==> config.mk <==
export PLATFORM = sky130hd
export DESIGN_NAME = bitserial_mac_ctrl
export DESIGN_NICKNAME = d
export VERILOG_FILES = /design/src/rtl/bsmac_pkg.sv /design/src/rtl/bitserial_pe.sv /design/src/rtl/bitserial_mac_ctrl.sv
export SDC_FILE = /design/constraint.sdc
export NUM_CORES = 1
export LEC_CHECK = 0
export BUFFER_PORTS_ARGS = -buffer_cell sky130_fd_sc_hd__buf_2
export CORE_ASPECT_RATIO = 1.5
export CORE_MARGIN = 5
export CORE_UTILIZATION = 57
export CTS_CLUSTER_SIZE = 8
export DETAILED_ROUTE_END_ITERATION = 10
export PLACE_DENSITY = 0.89
export SETUP_SLACK_MARGIN = 0.02
export SYNTH_ARGS = -nofsm -noshare
export SYNTH_HDL_FRONTEND = slang
export SYNTH_SLANG_ARGS = --single-unit
==> constraint.sdc <==
create_clock -name clk -period 4.3 [get_ports clk]
set_clock_uncertainty 0.1 [all_clocks]
set_input_delay 0.86 -clock clk [delete_from_list [all_inputs] [get_ports clk]]
set_output_delay 0.86 -clock clk [all_outputs]
set_load 0.01 [all_outputs]
==> src/rtl/bsmac_pkg.sv <==
// Shared types and helpers for the bit-serial MAC controller.
package bsmac_pkg;

    typedef enum logic [1:0] {
        PREC8 = 2'b00,
        PREC4 = 2'b01,
        PREC2 = 2'b10
    } prec_e;

    typedef enum logic [1:0] {
        IDLE,
        FETCH,
        SHIFT,
        OUT
    } state_e;

    // Encoding 11 falls through to 8 bits on purpose.
    function automatic logic [3:0] prec_bits(input logic [1:0] prec);
        case (prec_e'(prec))
            PREC4:   prec_bits = 4'd4;
            PREC2:   prec_bits = 4'd2;
            default: prec_bits = 4'd8;
        endcase
    endfunction

endpackage

==> src/rtl/bitserial_pe.sv <==
// Combinational partial-product unit: masks the activation with one weight bit and shifts it into place.
// BSMAC_SIGNED_EN selects sign extension of the activation; neg negates the shifted product.
module bitserial_pe #(
    parameter int ACC_W = 20
) (
    input  logic [7:0]       act,
    input  logic             wbit,
    input  logic [2:0]       bit_idx,
    input  logic             neg,
    output logic [ACC_W-1:0] pp
);

    logic [ACC_W-1:0] ext;
    logic [ACC_W-1:0] shifted;

    always_comb begin
`ifdef BSMAC_SIGNED_EN
        ext = {{(ACC_W-8){act[7]}}, act};
`else
        ext = {{(ACC_W-8){1'b0}}, act};
`endif
        shifted = wbit ? (ext << bit_idx) : '0;
        pp      = neg ? ('0 - shifted) : shifted;
    end

endmodule

==> src/rtl/bitserial_mac_ctrl.sv <==
// Bit-serial MAC sequencer: fetches (act, wgt) pairs, accumulates one weight bit per cycle, presents the dot product.
// Optional BSMAC_SIGNED_EN: two's complement operands, MSB partial product subtracted.
module bitserial_mac_ctrl
    import bsmac_pkg::*;
#(
    parameter int ACC_W = 20,
    parameter int LEN_W = 4
) (
    input  logic             clk,
    input  logic             rstn,
    input  logic             start,
    input  logic [1:0]       prec,
    input  logic [LEN_W-1:0] vlen,
    input  logic             in_valid,
    output logic             in_ready,
    input  logic [7:0]       act,
    input  logic [7:0]       wgt,
    output logic [2:0]       bit_idx,
    output logic             busy,
    output logic             res_valid,
    input  logic             res_ready,
    output logic [ACC_W-1:0] res
);

    state_e           state;
    state_e           state_nxt;
    logic [3:0]       p_q;
    logic [LEN_W-1:0] vlen_q;
    logic [LEN_W-1:0] pc;
    logic [7:0]       act_q;
    logic [7:0]       wgt_q;
    logic [ACC_W-1:0] acc;
    logic [ACC_W-1:0] pp;
    logic             last_bit;
    logic             neg;

    assign last_bit = ({1'b0, bit_idx} == (p_q - 4'd1));

`ifdef BSMAC_SIGNED_EN
    assign neg = last_bit;
`else
    assign neg = 1'b0;
`endif

    bitserial_pe #(.ACC_W(ACC_W)) u_pe (
        .act     (act_q),
        .wbit    (wgt_q[bit_idx]),
        .bit_idx (bit_idx),
        .neg     (neg),
        .pp      (pp)
    );

    always_ff @(posedge clk or negedge rstn) begin
        if (!rstn) state <= IDLE;
        else       state <= state_nxt;
    end

    always_comb begin
        state_nxt = state;
        case (state)
            IDLE:  if (start)     state_nxt = FETCH;
            FETCH: if (in_valid)  state_nxt = SHIFT;
            SHIFT: if (last_bit)  state_nxt = (pc == vlen_q) ? OUT : FETCH;
            OUT:   if (res_ready) state_nxt = IDLE;
            default:              state_nxt = IDLE;
        endcase
    end

    always_comb begin
        in_ready  = (state == FETCH);
        busy      = (state != IDLE);
        res_valid = (state == OUT);
    end

    // Job parameters are captured once at start so mid-job input changes are harmless.
    always_ff @(posedge clk or negedge rstn) begin
        if (!rstn) begin
            acc     <= '0;
            pc      <= '0;
            bit_idx <= '0;
            p_q     <= 4'd8;
            vlen_q  <= '0;
            act_q   <= '0;
            wgt_q   <= '0;
        end else begin
            case (state)
                IDLE: begin
                    if (start) begin
                        acc    <= '0;
                        pc     <= '0;
                        p_q    <= prec_bits(prec);
                        vlen_q <= vlen;
                    end
                end
                FETCH: begin
                    if (in_valid) begin
                        act_q   <= act;
                        wgt_q   <= wgt;
                        bit_idx <= '0;
                    end
                end
                SHIFT: begin
                    acc <= acc + pp;
                    if (last_bit) begin
                        bit_idx <= '0;
                        if (pc != vlen_q) pc <= pc + 1'b1;
                    end else begin
                        bit_idx <= bit_idx + 3'd1;
                    end
                end
                default: ;
            endcase
        end
    end

    assign res = acc;

endmodule

* Yosys cells after proc, flatten, opt, wreduce, memory -nomap -nowiden
Cells that the tools add are included.
Widths: inputs -> output; s select.
** Storage, ports and cells
- Bits in registers :: 53
- Input bits :: 27
- Output and inout port bits :: 26
- Word-level logic and storage cells :: 56
** Operators by class
- Add/subtract/negate cells :: 4
- Magnitude comparators :: 1
- Equality and inequality tests :: 13
- Shift-type cells :: 1
- Mux-type cells :: 19
- Reductions and logical operators :: 10
** Operators by type and width (number)
- $mux 20 :: 2
- $pmux 20 s2 :: 1
- $add 20x20->20 :: 1
- $shl 8x3->20 :: 1
- $pmux 4 s2 :: 2
- $mux 4 :: 3
- $mux 2 :: 5
- $ne 2x2->1 const B :: 4
- $pmux 2 s4 :: 1
- $reduce_and 2->1 :: 4
- $reduce_and 4->1 :: 2
- $eq 2x2->1 const B :: 3
- $mux 3 :: 2
- $pmux 3 s2 :: 1
- $reduce_bool 2->1 :: 3
- $add 4x1->4 const B :: 1
- $eq 2x1->1 const B :: 2
- $eq 3x4->1 :: 1
- $eq 4x4->1 :: 1
- $lt 3x4->1 const B :: 1
- $ne 4x4->1 :: 1
- $sub 4x1->4 const B :: 1
- $add 3x1->3 const B :: 1
- $bmux 1 s3 :: 1
- other kinds (3) :: 3

* Longest topological paths before layout
Gate-level depths: netlist of run 1.
- Depth in word-level cells :: 5
- Gate-level depth with buffers :: 15
- Depth with buffers taken out :: 13

* Cells and area by module
Synthesis of run 1 repeated with hierarchy kept, for this count alone.
** Second synthesis, totals
- Cell total of the unflattened synthesis :: 457
- Area total of the unflattened synthesis :: 4151.5 µm²
** Modules (own cells, without submodules)
- bitserial_mac_ctrl :: instances 1, cells an instance 318, area each 3195.6 µm², seq. area each 1302.5 µm²
- bitserial_pe :: instances 1, cells an instance 139, area each 955.9 µm², seq. area each 0.0 µm²

* Worst setup path before layout of run 1
No wires, ideal clock.
- Path type :: register to register
- From :: reg bit_idx[0]
- To :: reg acc[12], in the netlist res[12]
- Library setup time :: 0.124 ns
- Arrival :: 3.190 ns
- Data required time :: 4.076 ns
- Slack :: 0.886 ns
- Cell stages (with the launch flop) :: 13
- Path buffers :: 1
- Clock period less this slack :: 3.414 ns
- Cells stage by stage :: dfrtp_1 -> buf_2 -> mux4_2 -> nand2_1 -> nor2_1 -> ha_1 -> fa_1 -> a211oi_1 -> nor3_1 -> o32a_1 -> a21oi_2 -> nor4_1 -> a211o_1
** On the way
- Word-level cells in the longest chain between the ends :: 5
- Elaborated cells on any way between the ends :: 6
- Classes of those cells :: add/sub (1); shift (1); mux (4)
** RTL lines
- start: declaration :: RTL line bitserial_mac_ctrl.sv:18 : output logic [2:0] bit_idx,
- start signal: assignment :: RTL line bitserial_mac_ctrl.sv:108 : bit_idx <= bit_idx + 3'd1;
- $bmux 1 s3 :: RTL line bitserial_mac_ctrl.sv:47 : .wbit (wgt_q[bit_idx]),
- $mux 1 (not written as such) :: RTL line bitserial_mac_ctrl.sv:47
- $mux 20 * :: RTL line bitserial_pe.sv:22 : shifted = wbit ? (ext << bit_idx) : '0;
- $add 20x20->20 * :: RTL line bitserial_mac_ctrl.sv:103 : acc <= acc + pp;
- $pmux 20 s2 * :: RTL line bitserial_mac_ctrl.sv:86 : case (state)
- end signal: assignment :: RTL line bitserial_mac_ctrl.sv:103
- end: declaration :: RTL line bitserial_mac_ctrl.sv:32 : logic [ACC_W-1:0] acc;
Mark *: on every way between the ends. The rest lies on a longest branch, timed or not. The select of a mux whose other input is x is not followed.
A chain may end at the register's enable or synchronous reset.

* Final worst setup path of run 1
- From :: reg bit_idx[1]
- To :: reg acc[12], in the netlist res[12]
The elaborated chain is that of the path after synthesis.

==> results of run 1 <==
## power groups by stage
stage               logic [mW]  clock network, mW  registers (mW)
CTS                       1.24              0.283           0.838
floorplan                0.970                  0           0.796
finish                    1.25              0.277           0.838
detailed placement        1.23                  0           0.848
global route              1.39              0.308           0.868
global placement          1.17                  0           0.835
## sequential cells by signal, summed over array words and instances (netlist names)
name,cells
bit_idx,3
p_q,3
pc,4
res,20
act_q,8
vlen_q,4
state,2
wgt_q,8
## cell usage after synthesis, types with 3 or more instances
master / number / share of area, %
a211oi_1: 6 / 1.4
a21o_1: 7 / 1.6
a21oi_1: 16 / 2.4
a31oi_1: 8 / 1.5
and2_1: 4 / 0.76
and3_1: 5 / 0.94
buf_2: 3 / 0.45
clkbuf_1: 10 / 1.1
dfrtp_1: 51 / 39
ha_1: 20 / 7.6
inv_1: 10 / 1.1
mux2_2: 24 / 8.2
mux2i_1: 4 / 1.2
nand2_1: 45 / 5.1
nand3_1: 9 / 1.4
nand4_1: 3 / 0.57
nor2_1: 31 / 3.5
nor3_1: 5 / 0.76
o211ai_1: 5 / 1.1
o21ai_0: 26 / 3.9
o21ai_1: 3 / 0.45
or2_2: 3 / 0.57
xnor2_1: 4 / 1.1
xor2_1: 14 / 3.7
## cells by family (layout without fill, tap and decap cells)
group           after synthesis  count (layout)  synth area share [%]
compound gates               92              92                 18.58
xor+xnor                     18              18                 4.758
fa+ha+maj                    21              21                 8.157
buf+inv                      26              74                 3.059
flops                        52              52                 39.31
mux                          30              30                 10.73
simple gates                114             114                 15.41
## critical path, delay by kind of cell (launching register included)
| family | cells | cell delay (ns) |
|---|---|---|
| multiplexers | 1 | 0.40 |
| flip-flops | 1 | 0.78 |
| adder cells (fa/ha/maj) | 2 | 0.67 |
| AO/OA/AOI/OAI | 4 | 1.23 |
| AND/OR/NAND/NOR | 4 | 0.45 |
## metrics by stage
stage / setup WS, ns / cell area, um2
2_1_floorplan: 0.8862 / 3313
3_3_place_gp: 0.7418 / 3626
3_5_place_dp: 0.6122 / 3626
4_1_cts: 0.6056 / 3711
5_1_grt: 0.3322 / 3711
6_report: 0.5632 / 3711
## metal layers
layer | wire length, um | vias up
met2 | 3838 | 74
li1 | - | 1364
met3 | 359 | 18
met1 | 2871 | 1377
met4 | 247 | 0
met5 | 0 | -
## final cells by class
type	instances	area [um2]	area share [%]
clock buffers	6	72.57	1.955
clock inverters	2	12.51	0.3372
well taps	72	90.09	2.428
flip-flops and latches	52	1303	35.10
inverters	11	41.29	1.113
multi-input cells	275	1909	51.45
repair buffers	55	282.8	7.620
## final timing paths
path	from	end	depth (start not counted)
setup / recovery	bit_idx[1]	res[12]	11
hold / removal	wgt_q[3]	wgt_q[3]	1
setup reg to reg	bit_idx[1]	res[12]	11
hold reg to reg	wgt_q[3]	wgt_q[3]	1
max in group asynchronous	rstn	act_q[7]	2
min in group asynchronous	rstn	res[17]	2
==> run_results.csv, run 1 <==
group,metric,value,unit
status,status,"complete, no violations",
sta,worstMarginPinSlew,0.7921,ns
finish,fin_util,64.62,%
yosys,yosysSeqAreaShare,39.31,%
critical_path,cp-end-kind,"flip-flop",
sta,setup_viol,0,
clock_network,clk_latency,0.31,ns
clock_network,cts_max_path_buffers,2,
clock_network,cts_setup_buffers,0,
yosys,synthCells,353,
grt,grt_pass1_vias,2757,
finish,n_antenna_cell,0,
critical_path,worstPathCellList,"mux4_2 -> nand2_1 -> nor2_1 -> ha_1 -> fa_1 -> a211oi_1 -> nor3_1 -> o32a_1 -> a21oi_2 -> nor4_1 -> a211o_1",
yosys,ys_ff_latch,52,
grt,use_met2,37.47,%
finish,final_cell_mix,"buf_2, dfrtp_1, nand2_1, nor2_1, o21ai_0",
grt,antenna_found_initial,0,
grt,grt.busiest_layer,"met2",
sta,slew_headroom,47.07,%
detailed_routing,drt_iter0_markers,214,
sta,grt_setup_unrepaired,"false",
grt,use_met3,3.868,%
clock_network,cts_tree,"built",
grt,grt_start_max_net_pins,53,
power_and_ir_drop,p_leak,1.814,nW
power_and_ir_drop,ir_drop,0.0003860,V
floorplanning,num_io_pins,53,
grt,use_met1,24.21,%
yosys,synth_cell_type_count,52,
finish,n_fill_cell,483,
floorplanning,core,5743,um2
floorplanning,die_area,7469,um2
floorplanning,row_count,34,
power_and_ir_drop,seqPwrFrac,35.5,%
detailed_routing,firstDrtPassIters,4,
yosys,synthesis.area,3313,um2
yosys,ys_warn_count,0,
place,port_buffers,52,
finish,nets,448,
place,placed_cells,465,
power_and_ir_drop,power_switching,1.037,mW
grt,track_usage,21.06,%
critical_path,arrival,3.84,ns
clock_network,ctsResizeCount,0,
yosys,synthFlopType,"dfrtp_1",
yosys,syn_avg_cell_area,9.386,um2
clock_network,clkTransAtPathRegs,0.09,ns
detailed_routing,routedWlPerCell,15.47,um
finish,drive_gt1_share,24.44,%
detailed_routing,vias,2833,
power_and_ir_drop,p_per_area,636.4,nW/um2
grt,grt_pass1_wl,12.50,mm
yosys,async_reset_ff_share,100.0,%
power_and_ir_drop,power,2.362,mW
sta,hold_viol,0,
job,drv_cap,0,
detailed_routing,postRouteAntennaNets,0,
finish,instances_no_fill,473,
power_and_ir_drop,pwr-share-comb,52.8,%
critical_path,rrSetupSlack,0.56,ns
finish,final_common_cell,"buf_2",
power_and_ir_drop,switching_share,43.90,%
sta,fmax,267.6,MHz
clock_network,root_buffer,"clkbuf_8",
detailed_routing,route.detailed.drc,0,
sta,fin_crit,3.737,ns
critical_path,slowest_delay,0.78,ns
sta,post-route-period-util,86.90,%
yosys,synth_nets,401,
worst_hold_path,hp-class,"reg2reg",
critical_path,crit_type,"reg2reg",
floorplanning,initial_core_util,57.69,%
yosys,synth_edf_count,0,
detailed_routing,routed_via_density,5.989,
sta,setup_tns,0,ns
sta,hold-worst-slack,0.4128,ns
clock_network,numCtsBuffers,5,
clock_network,h-tree-depth,2,
grt,grt_remaining_overflow,0,
critical_path,path_max_fanout,20,
floorplanning,fp.dieW,72.25,um
sta,drv_slew,0,
floorplanning,die_y,103.4,um
finish,area_growth,12.01,%
detailed_routing,totalWireLength,7.317,mm
critical_path,required,4.40,ns
place,gp_congestion,0.9032,
critical_path,crit_slowest_cell,"dfrtp_1",
power_and_ir_drop,internal-power,1.325,mW
power_and_ir_drop,clockPowerShare,11.7,%
place,dpl.hpwl,5.527,mm
clock_network,clock-sinks,52,
critical_path,cp-start-kind,"flip-flop",
clock_network,ctsHoldBuffers,0,
Note: power is estimated with default switching activity, not from simulation.
==> run 2, diff against run 1 <==
ABC_AREA = 1   (was unset)
CORE_UTILIZATION = 58   (was 57)
PLACE_DENSITY = 0.9   (was 0.89)
==> run 2 against run 1 <==
  * Hold slack worse by 0.031 ns
  * Clock power rose by 32%
  * Final cell count rose by 36%
  * Critical path type unchanged
==> run_results.csv, run 2 <==
group,metric,value,unit
power_and_ir_drop,switching_share,49.11,%
grt,use_met2,41.21,%
detailed_routing,postRouteAntennaNets,0,
critical_path,cp-end-kind,"flip-flop",
power_and_ir_drop,pwr-share-comb,55.9,%
detailed_routing,firstDrtPassIters,5,
clock_network,cts_max_path_buffers,2,
yosys,synthTopCellsByCount,"nand2_1, nor2_1, inv_1",
clock_network,ctsResizeCount,0,
floorplanning,num_io_pins,53,
yosys,yosysMostFrequentCell,"nand2_1",
status,status,"complete, no violations",
grt,use_met1,26.20,%
grt,antenna_found_initial,0,
detailed_routing,totalWireLength,8.784,mm
critical_path,required,4.42,ns
floorplanning,core,6175,um2
sta,grt_setup_unrepaired,"false",
yosys,ys_warn_count,0,
yosys,synth_cell_type_count,34,
grt,track_usage,23.29,%
power_and_ir_drop,ir_drop,0.0004951,V
yosys,ys_ff_latch,52,
sta,setup_viol,0,
sta,drv_slew,0,
detailed_routing,route.detailed.drc,0,
worst_hold_path,hp-class,"reg2reg",
power_and_ir_drop,seqPwrFrac,31.6,%
clock_network,cts_tree,"built",
clock_network,clkTransAtPathRegs,0.10,ns
clock_network,ctsHoldBuffers,0,
clock_network,root_buffer,"clkbuf_8",
sta,fin_crit,3.272,ns
yosys,synthFlopType,"dfrtp_1",
sta,worstMarginPinSlew,0.5194,ns
finish,n_antenna_cell,0,
yosys,yosysSeqAreaShare,35.50,%
worst_hold_path,whs_path_depth,2,
place,port_buffers,52,
finish,nets,618,
finish,final_cell_mix,"nand2_1, nor2_1, inv_1, buf_2, dfrtp_1",
clock_network,cts_setup_buffers,0,
critical_path,ff2ff_path_depth,17,
place,dpl.hpwl,6.883,mm
detailed_routing,routedWlPerCell,13.62,um
floorplanning,fp.dieW,74.94,um
floorplanning,initial_core_util,59.41,%
power_and_ir_drop,internal-power,1.495,mW
yosys,synthCells,521,
power_and_ir_drop,power,2.937,mW
critical_path,arrival,3.39,ns
detailed_routing,routed_via_density,5.442,
floorplanning,row_count,35,
yosys,synth_top_area_share,34.79,%
floorplanning,die_y,107.4,um
yosys,yosys.area.top_type,"dfrtp_1",
grt,grt_start_max_net_pins,32,
yosys,async_reset_ff_share,100.0,%
sta,hold_viol,0,
sta,setup_tns,0,ns
sta,fmax,305.6,MHz
clock_network,h-tree-depth,2,
critical_path,cp_top_family,"simple AND/OR/NAND/NOR gates",
critical_path,rrSetupSlack,1.03,ns
floorplanning,die_area,8048,um2
grt,grt.busiest_layer,"met2",
power_and_ir_drop,p_leak,2.319,nW
grt,grt_pass1_wl,14.77,mm
critical_path,crit_slowest_cell,"dfrtp_1",
place,place_ws,1.040,ns
sta,slew_headroom,65.37,%
power_and_ir_drop,clockPowerShare,12.5,%
yosys,synth_edf_count,0,
finish,largest_register_ffs,20,
yosys,ys_top_cells_by_area,"dfrtp_1, nand2_1, ha_1",
finish,final_common_cell,"nand2_1",
finish,area_growth,11.29,%
critical_path,path_depth,17,
place,gp_congestion,0.9644,
yosys,synthesis.area,3669,um2
finish,drive_gt1_share,15.59,%
yosys,synth_nets,569,
grt,use_met3,3.178,%
critical_path,worst_path_most_repeated_cell,"nand2_1",
yosys,syn_avg_cell_area,7.041,um2
grt,grt_pass1_vias,3448,
critical_path,path_max_fanout,15,
detailed_routing,drt_iter0_markers,168,
critical_path,worstPathCellList,"inv_1 -> o21ai_0 -> o22ai_1 -> nand2_1 -> nand2_1 -> o21ai_0 -> inv_1 -> ha_1 -> nand2_1 -> nor2_1 -> nand3_1 -> nand3_1 -> nand2_1 -> nand2_1 -> nand2_1 -> nand3_1 -> nand2_1",
clock_network,clock-sinks,52,
sta,hold-worst-slack,0.3823,ns
clock_network,numCtsBuffers,5,
power_and_ir_drop,p_per_area,719.3,nW/um2
critical_path,cp_num_buf_inv,2,
job,drv_cap,0,
clock_network,clk_latency,0.32,ns
critical_path,cp-start-kind,"flip-flop",
critical_path,crit_type,"reg2reg",
critical_path,slowest_delay,0.61,ns
detailed_routing,vias,3510,
power_and_ir_drop,power_switching,1.442,mW
sta,post-route-period-util,76.09,%
sta,setup_ws,1.028,ns
grt,grt_remaining_overflow,0,
## run 2: cell types whose count changed after synthesis, sizes merged, moves of 9 or more
cell   delta
nand2   +141
xor2      -9
o21ai    +10
nand3    +19
nor2     +25
mux2     -10
inv      +46
## run 2: layout make-up
class	count	area (um2)
fillers	537	2092
multi-input cells	402	2088
flip-flops and latches	52	1303
repair buffers	53	267.8
inverters	56	210.2
well taps	74	92.59
clock buffers	6	82.58
clock inverters	2	38.79
## run 2: path summary, 6_finish.rpt
path / from / end
max in group asynchronous: rstn / p_q[3]
worst min register to register: p_q[3] / p_q[3]
worst max-delay path: bit_idx[0] / res[18]
min in group asynchronous: rstn / res[7]
worst max register to register: bit_idx[0] / res[18]
worst min-delay path: p_q[3] / p_q[3]
## run 2: kinds of logic (layout without fill, tap and decap cells)
| family | count (synthesis) | in the layout | share of synthesized area, % |
|---|---|---|---|
| fa+ha+maj | 21 | 21 | 7.367 |
| compound gates | 65 | 65 | 9.311 |
| mux | 15 | 15 | 4.570 |
| flops | 52 | 52 | 35.50 |
| simple gates | 290 | 290 | 33.05 |
| buf+inv | 67 | 117 | 7.571 |
| xor+xnor | 11 | 11 | 2.626 |
## run 2: per-layer routing
| layer | part of all wire (%) | up-vias |
|---|---|---|
| met5 | 0 | - |
| met1 | 38 | 1598 |
| li1 | - | 1770 |
| met2 | 52 | 105 |
| met4 | 4.8 | 0 |
| met3 | 4.7 | 37 |
## run 2: per-stage QoR
stage	cells	instance area, um2	utilization, %
after detailed placement	637	3961	64.15
after global placement	637	3961	64.15
after floorplan	521	3669	-
final	645	4083	66.12
after CTS	645	4083	66.12
after global routing	645	4083	66.12
## run 2: worst min-delay path: stages, from the launching register on
cell     delay [ns]
dfstp_2        0.39
nand2_1        0.06
nand2_1        0.04
## run 2: power groups by stage
stage,combinational (mW),sequential (mW),clock (mW)
floorplan,1.24,0.890,0
global placement,1.57,0.924,0
detailed placement,1.62,0.937,0
CTS,1.64,0.927,0.371
global route,1.86,0.962,0.386
finish,1.64,0.929,0.367
